File: src/rtl/riscv_definitions_pkg.sv
// ---------------------------------------------------------------------------
// riscv_definitions
//   Shared types and defaults for the 5-stage pipeline control path.
//   - regAddr_t       : architectural register index (x0..x31)
//   - pipeState_e     : pipeline sequencer state (RUN / DMEM_WAIT)
//   - pipeCtrl_t      : bundle of per-stage enables, flushes and redirect
//   - DMEM_TIMEOUT_DEF: default data-memory wait limit in cycles
//   - make_ctrl()     : builds a pipeCtrl_t from the common enable pattern
// ---------------------------------------------------------------------------
package riscv_definitions;

    typedef logic [4:0] regAddr_t;

    typedef enum logic {
        RUN       = 1'b0,
        DMEM_WAIT = 1'b1
    } pipeState_e;

    localparam int DMEM_TIMEOUT_DEF = 256;
    localparam int CNT_W_DEF        = 32;

    typedef struct packed {
        logic if_clk_en;
        logic id_clk_en;
        logic ex_clk_en;
        logic mem_clk_en;
        logic wb_clk_en;
        logic pc_redirect;
        logic if_flush;
        logic id_flush;
    } pipeCtrl_t;

    // Every stage behind IF always shares one enable, so a control word is
    // fully described by the IF enable, the enable of the remaining stages,
    // the redirect and the two flushes.
    function automatic pipeCtrl_t make_ctrl(input logic if_en,
                                            input logic back_en,
                                            input logic redirect,
                                            input logic if_fl,
                                            input logic id_fl);
        pipeCtrl_t c;
        c.if_clk_en   = if_en;
        c.id_clk_en   = back_en;
        c.ex_clk_en   = back_en;
        c.mem_clk_en  = back_en;
        c.wb_clk_en   = back_en;
        c.pc_redirect = redirect;
        c.if_flush    = if_fl;
        c.id_flush    = id_fl;
        return c;
    endfunction

endpackage

File: src/rtl/pipeline_control_hazard_detect.sv
// ---------------------------------------------------------------------------
// hazard_detect
//   Combinational comparator: flags when a register produced by a
//   later-stage instruction is read by the instruction in decode.
//   Kept generic so the forwarding unit can reuse it for other stage pairs.
// Ports
//   rs1_addr  in  regAddr_t  first source register of the consumer
//   rs2_addr  in  regAddr_t  second source register of the consumer
//   rd_addr   in  regAddr_t  destination register of the producer
//   rd_valid  in  1          producer result is of the hazardous kind
//   hazard    out 1          producer writes a non-x0 register the consumer reads
// ---------------------------------------------------------------------------
module hazard_detect
    import riscv_definitions::*;
(
    input  regAddr_t rs1_addr,
    input  regAddr_t rs2_addr,
    input  regAddr_t rd_addr,
    input  logic     rd_valid,
    output logic     hazard
);

    localparam int N_SRC = 2;

    regAddr_t         src_addr [N_SRC];
    logic [N_SRC-1:0] src_match;

    assign src_addr[0] = rs1_addr;
    assign src_addr[1] = rs2_addr;

    generate
        for (genvar gi = 0; gi < N_SRC; gi++) begin : g_src_cmp
            assign src_match[gi] = (src_addr[gi] == rd_addr);
        end
    endgenerate

    // x0 is hard-wired to zero, so writing it never creates a dependency.
    assign hazard = rd_valid & (rd_addr != '0) & (|src_match);

endmodule

File: src/rtl/pipeline_control.sv
// ---------------------------------------------------------------------------
// pipeline_control
//   Central sequencer for the 5-stage pipeline. Produces the per-stage clock
//   enables, the IF/ID and ID/EX flushes and the PC redirect. Stalls decode on
//   load-use hazards, applies taken-branch redirects from decode, and freezes
//   the whole pipe while data memory is busy, aborting the access after
//   DMEM_TIMEOUT consecutive wait cycles and raising a sticky bus error.
// Parameters
//   DMEM_TIMEOUT  max consecutive wait cycles before a DMEM access is aborted
//   CNT_W         width of the saturating stall counter
// Ports
//   clk, rst_n            clock, asynchronous active-low reset
//   rs1/rs2_addr_id       source registers of the instruction in decode
//   rd0_addr_ex           destination of the instruction in execute
//   data_rd_en_ex         instruction in execute is a load
//   branch_taken          taken-branch decision from decode
//   imem_ready            instruction memory delivers data this cycle
//   dmem_req_mem          load/store active in memory stage
//   dmem_ready            data memory completes the access this cycle
//   if/id/ex/mem/wb_clk_en per-stage register enables
//   pc_redirect           PC loads the jump target at next edge
//   if_flush, id_flush    IF/ID resp. ID/EX register loads a NOP
//   bus_err               sticky: a DMEM access timed out
//   stall_cycles          saturating count of cycles with if_clk_en low
// ---------------------------------------------------------------------------
module pipeline_control
    import riscv_definitions::*;
#(
    parameter int DMEM_TIMEOUT = DMEM_TIMEOUT_DEF,
    parameter int CNT_W        = CNT_W_DEF
) (
    input  logic             clk,
    input  logic             rst_n,
    input  regAddr_t         rs1_addr_id,
    input  regAddr_t         rs2_addr_id,
    input  regAddr_t         rd0_addr_ex,
    input  logic             data_rd_en_ex,
    input  logic             branch_taken,
    input  logic             imem_ready,
    input  logic             dmem_req_mem,
    input  logic             dmem_ready,
    output logic             if_clk_en,
    output logic             id_clk_en,
    output logic             ex_clk_en,
    output logic             mem_clk_en,
    output logic             wb_clk_en,
    output logic             pc_redirect,
    output logic             if_flush,
    output logic             id_flush,
    output logic             bus_err,
    output logic [CNT_W-1:0] stall_cycles
);

    // wait_cnt only has to reach DMEM_TIMEOUT-1.
    localparam int WAIT_W = (DMEM_TIMEOUT > 2) ? $clog2(DMEM_TIMEOUT) : 1;
    localparam logic [WAIT_W-1:0] WAIT_LAST = WAIT_W'(DMEM_TIMEOUT - 1);
    localparam logic [WAIT_W-1:0] WAIT_ONE  = WAIT_W'(1);

    pipeState_e        state_reg, state_next;
    logic [WAIT_W-1:0] wait_cnt_reg, wait_cnt_next;
    logic              bus_err_reg, bus_err_next;
    logic [CNT_W-1:0]  stall_reg;

    logic      load_use;
    logic      dmem_miss;
    logic      timeout_hit;
    logic      freeze;
    pipeCtrl_t ctrl;

    hazard_detect u_hazard_detect (
        .rs1_addr (rs1_addr_id),
        .rs2_addr (rs2_addr_id),
        .rd_addr  (rd0_addr_ex),
        .rd_valid (data_rd_en_ex),
        .hazard   (load_use)
    );

    assign dmem_miss   = dmem_req_mem & ~dmem_ready;
    // A completing access wins over the timeout in the same cycle.
    assign timeout_hit = (state_reg == DMEM_WAIT) & (wait_cnt_reg == WAIT_LAST) & dmem_miss;
    assign freeze      = dmem_miss & ~timeout_hit;

    // ---------------------------------------------------------------- FSM
    always_ff @(posedge clk or negedge rst_n) begin
        if (!rst_n) begin
            state_reg    <= RUN;
            wait_cnt_reg <= '0;
            bus_err_reg  <= 1'b0;
        end else begin
            state_reg    <= state_next;
            wait_cnt_reg <= wait_cnt_next;
            bus_err_reg  <= bus_err_next;
        end
    end

    always_comb begin
        state_next    = state_reg;
        wait_cnt_next = wait_cnt_reg;
        bus_err_next  = bus_err_reg;
        unique case (state_reg)
            RUN: begin
                if (dmem_miss) begin
                    state_next    = DMEM_WAIT;
                    wait_cnt_next = WAIT_ONE;
                end
            end
            DMEM_WAIT: begin
                // A withdrawn request leaves nothing to wait for.
                if (dmem_ready || !dmem_req_mem) begin
                    state_next    = RUN;
                    wait_cnt_next = '0;
                end else if (timeout_hit) begin
                    state_next    = RUN;
                    wait_cnt_next = '0;
                    bus_err_next  = 1'b1;
                end else begin
                    wait_cnt_next = wait_cnt_reg + WAIT_ONE;
                end
            end
            default: begin
                state_next    = RUN;
                wait_cnt_next = '0;
            end
        endcase
    end

    // ------------------------------------------------------ control word
    // Rows are mutually exclusive by priority: memory freeze, load-use
    // bubble, branch redirect, instruction fetch miss, normal flow.
    always_comb begin
        ctrl = make_ctrl(1'b1, 1'b1, 1'b0, 1'b0, 1'b0);
        if (!rst_n) begin
            ctrl = make_ctrl(1'b0, 1'b0, 1'b0, 1'b0, 1'b0);
        end else if (freeze) begin
            ctrl = make_ctrl(1'b0, 1'b0, 1'b0, 1'b0, 1'b0);
        end else if (load_use) begin
            // Branch decision is dropped; decode re-evaluates it next cycle.
            ctrl = make_ctrl(1'b0, 1'b1, 1'b0, 1'b0, 1'b1);
        end else if (branch_taken) begin
            // Redirect proceeds even without fetch data: the fetched word
            // is flushed anyway.
            ctrl = make_ctrl(1'b1, 1'b1, 1'b1, 1'b1, 1'b0);
        end else if (!imem_ready) begin
            ctrl = make_ctrl(1'b0, 1'b1, 1'b0, 1'b0, 1'b1);
        end
    end

    assign if_clk_en   = ctrl.if_clk_en;
    assign id_clk_en   = ctrl.id_clk_en;
    assign ex_clk_en   = ctrl.ex_clk_en;
    assign mem_clk_en  = ctrl.mem_clk_en;
    assign wb_clk_en   = ctrl.wb_clk_en;
    assign pc_redirect = ctrl.pc_redirect;
    assign if_flush    = ctrl.if_flush;
    assign id_flush    = ctrl.id_flush;

    // ---------------------------------------------------- stall counter
    always_ff @(posedge clk or negedge rst_n) begin
        if (!rst_n) begin
            stall_reg <= '0;
        end else if (!ctrl.if_clk_en && !(&stall_reg)) begin
            stall_reg <= stall_reg + CNT_W'(1);
        end
    end

    assign bus_err      = bus_err_reg;
    assign stall_cycles = stall_reg;

endmodule

File: config.mk
export PLATFORM = sky130hd
export DESIGN_NAME = pipeline_control
export DESIGN_NICKNAME = d
export VERILOG_FILES = /design/src/rtl/riscv_definitions_pkg.sv /design/src/rtl/pipeline_control_hazard_detect.sv /design/src/rtl/pipeline_control.sv
export SDC_FILE = /design/constraint.sdc
export NUM_CORES = 1
export LEC_CHECK = 0
export CORE_MARGIN = 4
export CORE_UTILIZATION = 52
export CTS_CLUSTER_SIZE = 14
export DETAILED_ROUTE_END_ITERATION = 10
export GPL_TIMING_DRIVEN = 0
export PLACE_DENSITY = 0.86
export SLEW_MARGIN = 20
export SYNTH_ARGS = -nofsm -noshare
export SYNTH_HDL_FRONTEND = slang
export SYNTH_SLANG_ARGS = --single-unit
File: constraint.sdc
create_clock -name clk -period 3.7 [get_ports clk]
set_clock_uncertainty 0.2 [all_clocks]
set_input_delay 0.925 -clock clk [delete_from_list [all_inputs] [get_ports clk]]
set_output_delay 0.925 -clock clk [all_outputs]
set_load 0.005 [all_outputs]
==> results.json <==
{
  "status": "completed",
  "post_drt_wl_per_cell_um": 15.0,
  "drc": 0,
  "required_ns": 2.57,
  "fin_area_mm2": 0.00314,
  "fin_nets": 313,
  "cts.clk_slew.worst_paths_ns": 0.08,
  "cts_buffer_depth": 2,
  "fin_setup_tns_ns": 0,
  "finalSetupViolations": 0,
  "crit_path_cell_trace": "clkdlybuf4s15_2 > or4_1 > o21ai_1 > inv_1 > buf_4 > a211oi_4 > dlygate4sd2_1",
  "antenna_found_initial": 0,
  "fmax_mhz": 277,
  "dp_hpwl_mm": 3.76,
  "crit_arrival_ns": 2.48,
  "io_pins": 63,
  "ant_nets": 0,
  "cp_top_family": "buffers and inverters",
  "io_buffers": 62,
  "final_core_util": 0.763,
  "hold_viol": 0,
  "synth.avg_cell_area_um2": 10.6,
  "yosysSeqAreaShare": 0.462,
  "drtIter0Drc": 112,
  "synth.net_count": 239,
  "crit_slowest_cell": "or4_1",
  "slew_headroom": 0.688,
  "min_period_ns": 3.61,
  "grt_setup_unrepaired": "no",
  "cp-start-kind": "input port",
  "worst-path-buf-inv": 4,
  "pwr_density_cell_mw_per_mm2": 394,
  "yosysWarnings": 0,
  "grt_max_degree": 32,
  "maxCapViolations": 0,
  "nFillCells": 309,
  "die_height_um": 74.2,
  "cp-end-kind": "primary output",
  "ir_drop_v": 0.000390,
  "finalWirelength_mm": 5.09,
  "hold_buffers": 0,
  "vias": 1834,
  "grt_pass1_wl_mm": 8.65,
  "grt_use_total": 0.205,
  "core-area_mm2": 0.00412,
  "antennaDiodeCount": 0,
  "reg2reg_from": "wait_cnt_reg[0]",
  "drv_slew": 0,
  "finalCritPeriodShare": 0.975,
  "total_power_mw": 1.24,
  "cp-startpoint": "rd0_addr_ex[4]",
  "place_area_mm2": 0.00297,
  "cts-buffers-inserted": 5,
  "largest_reg_flops": 32,
  "r2r_setup_slack_ns": 1.16,
  "grt_pass1_vias": 1879,
  "min_from": "bus_err",
  "viasPerCell": 5.39,
  "start_util": 0.553,
  "grt-ovfl-total": 0,
  "cts-root-buf": "clkbuf_8",
  "final_layout_size_suffix_gt1_frac": 0.166,
  "cpPeakStageDelay_ns": 0.52,
  "tritoncts": "yes",
  "path_max_fanout": 3,
  "syn_area_mm2": 0.00228,
  "drtPass1Iterations": 4,
  "hold_depth": 1,
  "synth_cell_types": 34,
  "r2r_end": "stall_cycles[10]",
  "die_x_um": 74.2,
  "htreeDepth": 2,
  "yosys_register_bits": 42,
  "p_leak_nw": 1.31,
  "dieArea_mm2": 0.00550,
  "globalplace.congestion": 0.791,
  "worst_pin_slew_ns": 0.468,
  "clock-sinks": 42,
  "area_delta_synth_final_pct": 38.0,
  "worstRegToRegCells": 11,
  "rows": 23,
  "hold_end": "bus_err",
  "worstSkewPairLatency_ns": 0.30,
  "syn_inst": 215,
  "hold_path_class": "reg -> reg",
  "hold_ws_ns": 0.282,
  "worstSetupPathType": "in -> out"
}
[where the power goes]
part / total (mW) / internal (mW) / switching [mW]
clock network: 0.358 / 0.201 / 0.157
logic: 0.328 / 0.177 / 0.151
registers: 0.552 / 0.504 / 0.0483
[worst max path at each step]
stage | to | cells past startpoint
after global placement | pc_redirect | 5
final | if_clk_en | 7
after CTS | mem_clk_en | 7
after detailed placement | pc_redirect | 8
after floorplan | pc_redirect | 6
after global routing | if_clk_en | 7
[stage by stage]
stage / instances / setup WS, ns
after floorplan: 215 / 0.334
after global placement: 327 / -1.74
final: 340 / 0.0910
after CTS: 340 / 0.0780
after detailed placement: 328 / -0.706
after global routing: 340 / 0.00485
[what timing repair did]
| action | in CTS | in global routing |
|---|---|---|
| gates resized for setup | 21 | 1 |
| setup buffers | 4 | 0 |
| pin swaps | 6 | 0 |
| endpoints found under the setup margin | 8 | 3 |
[final cells by class]
type                            instances  area [um^2]  share of cell area
Multi-Input combinational cell        158         1160               0.370
Sequential cell                        42         1050               0.335
Timing Repair Buffer                   67          659               0.210
Buffer                                 11         81.3              0.0259
Clock buffer                            6         72.6              0.0231
Tap cell                               50         62.6              0.0199
Clock inverter                          2         37.5              0.0120
Inverter                                4         15.0             0.00478
[per-layer routing]
metal | vias up | track usage | part of all wire
met5 | - | 0 | 0
met2 | 42 | 0.340 | 0.49
met3 | 6 | 0.0595 | 0.061
met4 | 0 | 0.0543 | 0.011
li1 | 895 | - | -
met1 | 891 | 0.264 | 0.44
[layout by cell type, fill, tap and decap left out, drive strengths merged, types with 11 or more instances in the layout]
master	n
nand4	15
dfrtp	42
nor2	13
nand2	12
o21ai	11
buf	17
nand3	23
clkdlybuf4s50	52
xnor2	40
and3	16
[synthesized netlist by cell type, drive strengths merged]
library cell | number | area (um^2)
dfrtp | 42 | 1050
nand3 | 23 | 170
and2 | 7 | 43.8
xnor2 | 40 | 350
clkbuf | 1 | 3.75
ha | 2 | 25.0
and3 | 16 | 115
a31o | 1 | 8.76
a32o | 1 | 10.0
a211oi | 1 | 20.0
nand4 | 15 | 93.8
nor3b | 1 | 7.51
nand2 | 12 | 45.0
nor2b | 1 | 6.26
nor3 | 2 | 21.3
a41o | 1 | 10.0
a31oi | 1 | 21.3
nor2 | 13 | 48.8
and4 | 2 | 17.5
or4 | 1 | 7.51
mux2 | 1 | 11.3
buf | 10 | 77.6
o22ai | 2 | 12.5
inv | 4 | 15.0
o21ai | 11 | 55.1
a21oi | 2 | 10.0
xor2 | 2 | 17.5
[logic make-up after synthesis]
logic type,count (synthesis),synth area share
and+or+nand+nor,93,0.253
buffers and inverters,15,0.0423
xor gates and xnor gates,42,0.162
DFF,42,0.462
AOI/OAI and AO/OA,20,0.0649
adders and majority gates,2,0.0110
muxes,1,0.00495
Power figures use the tool's default switching activity.
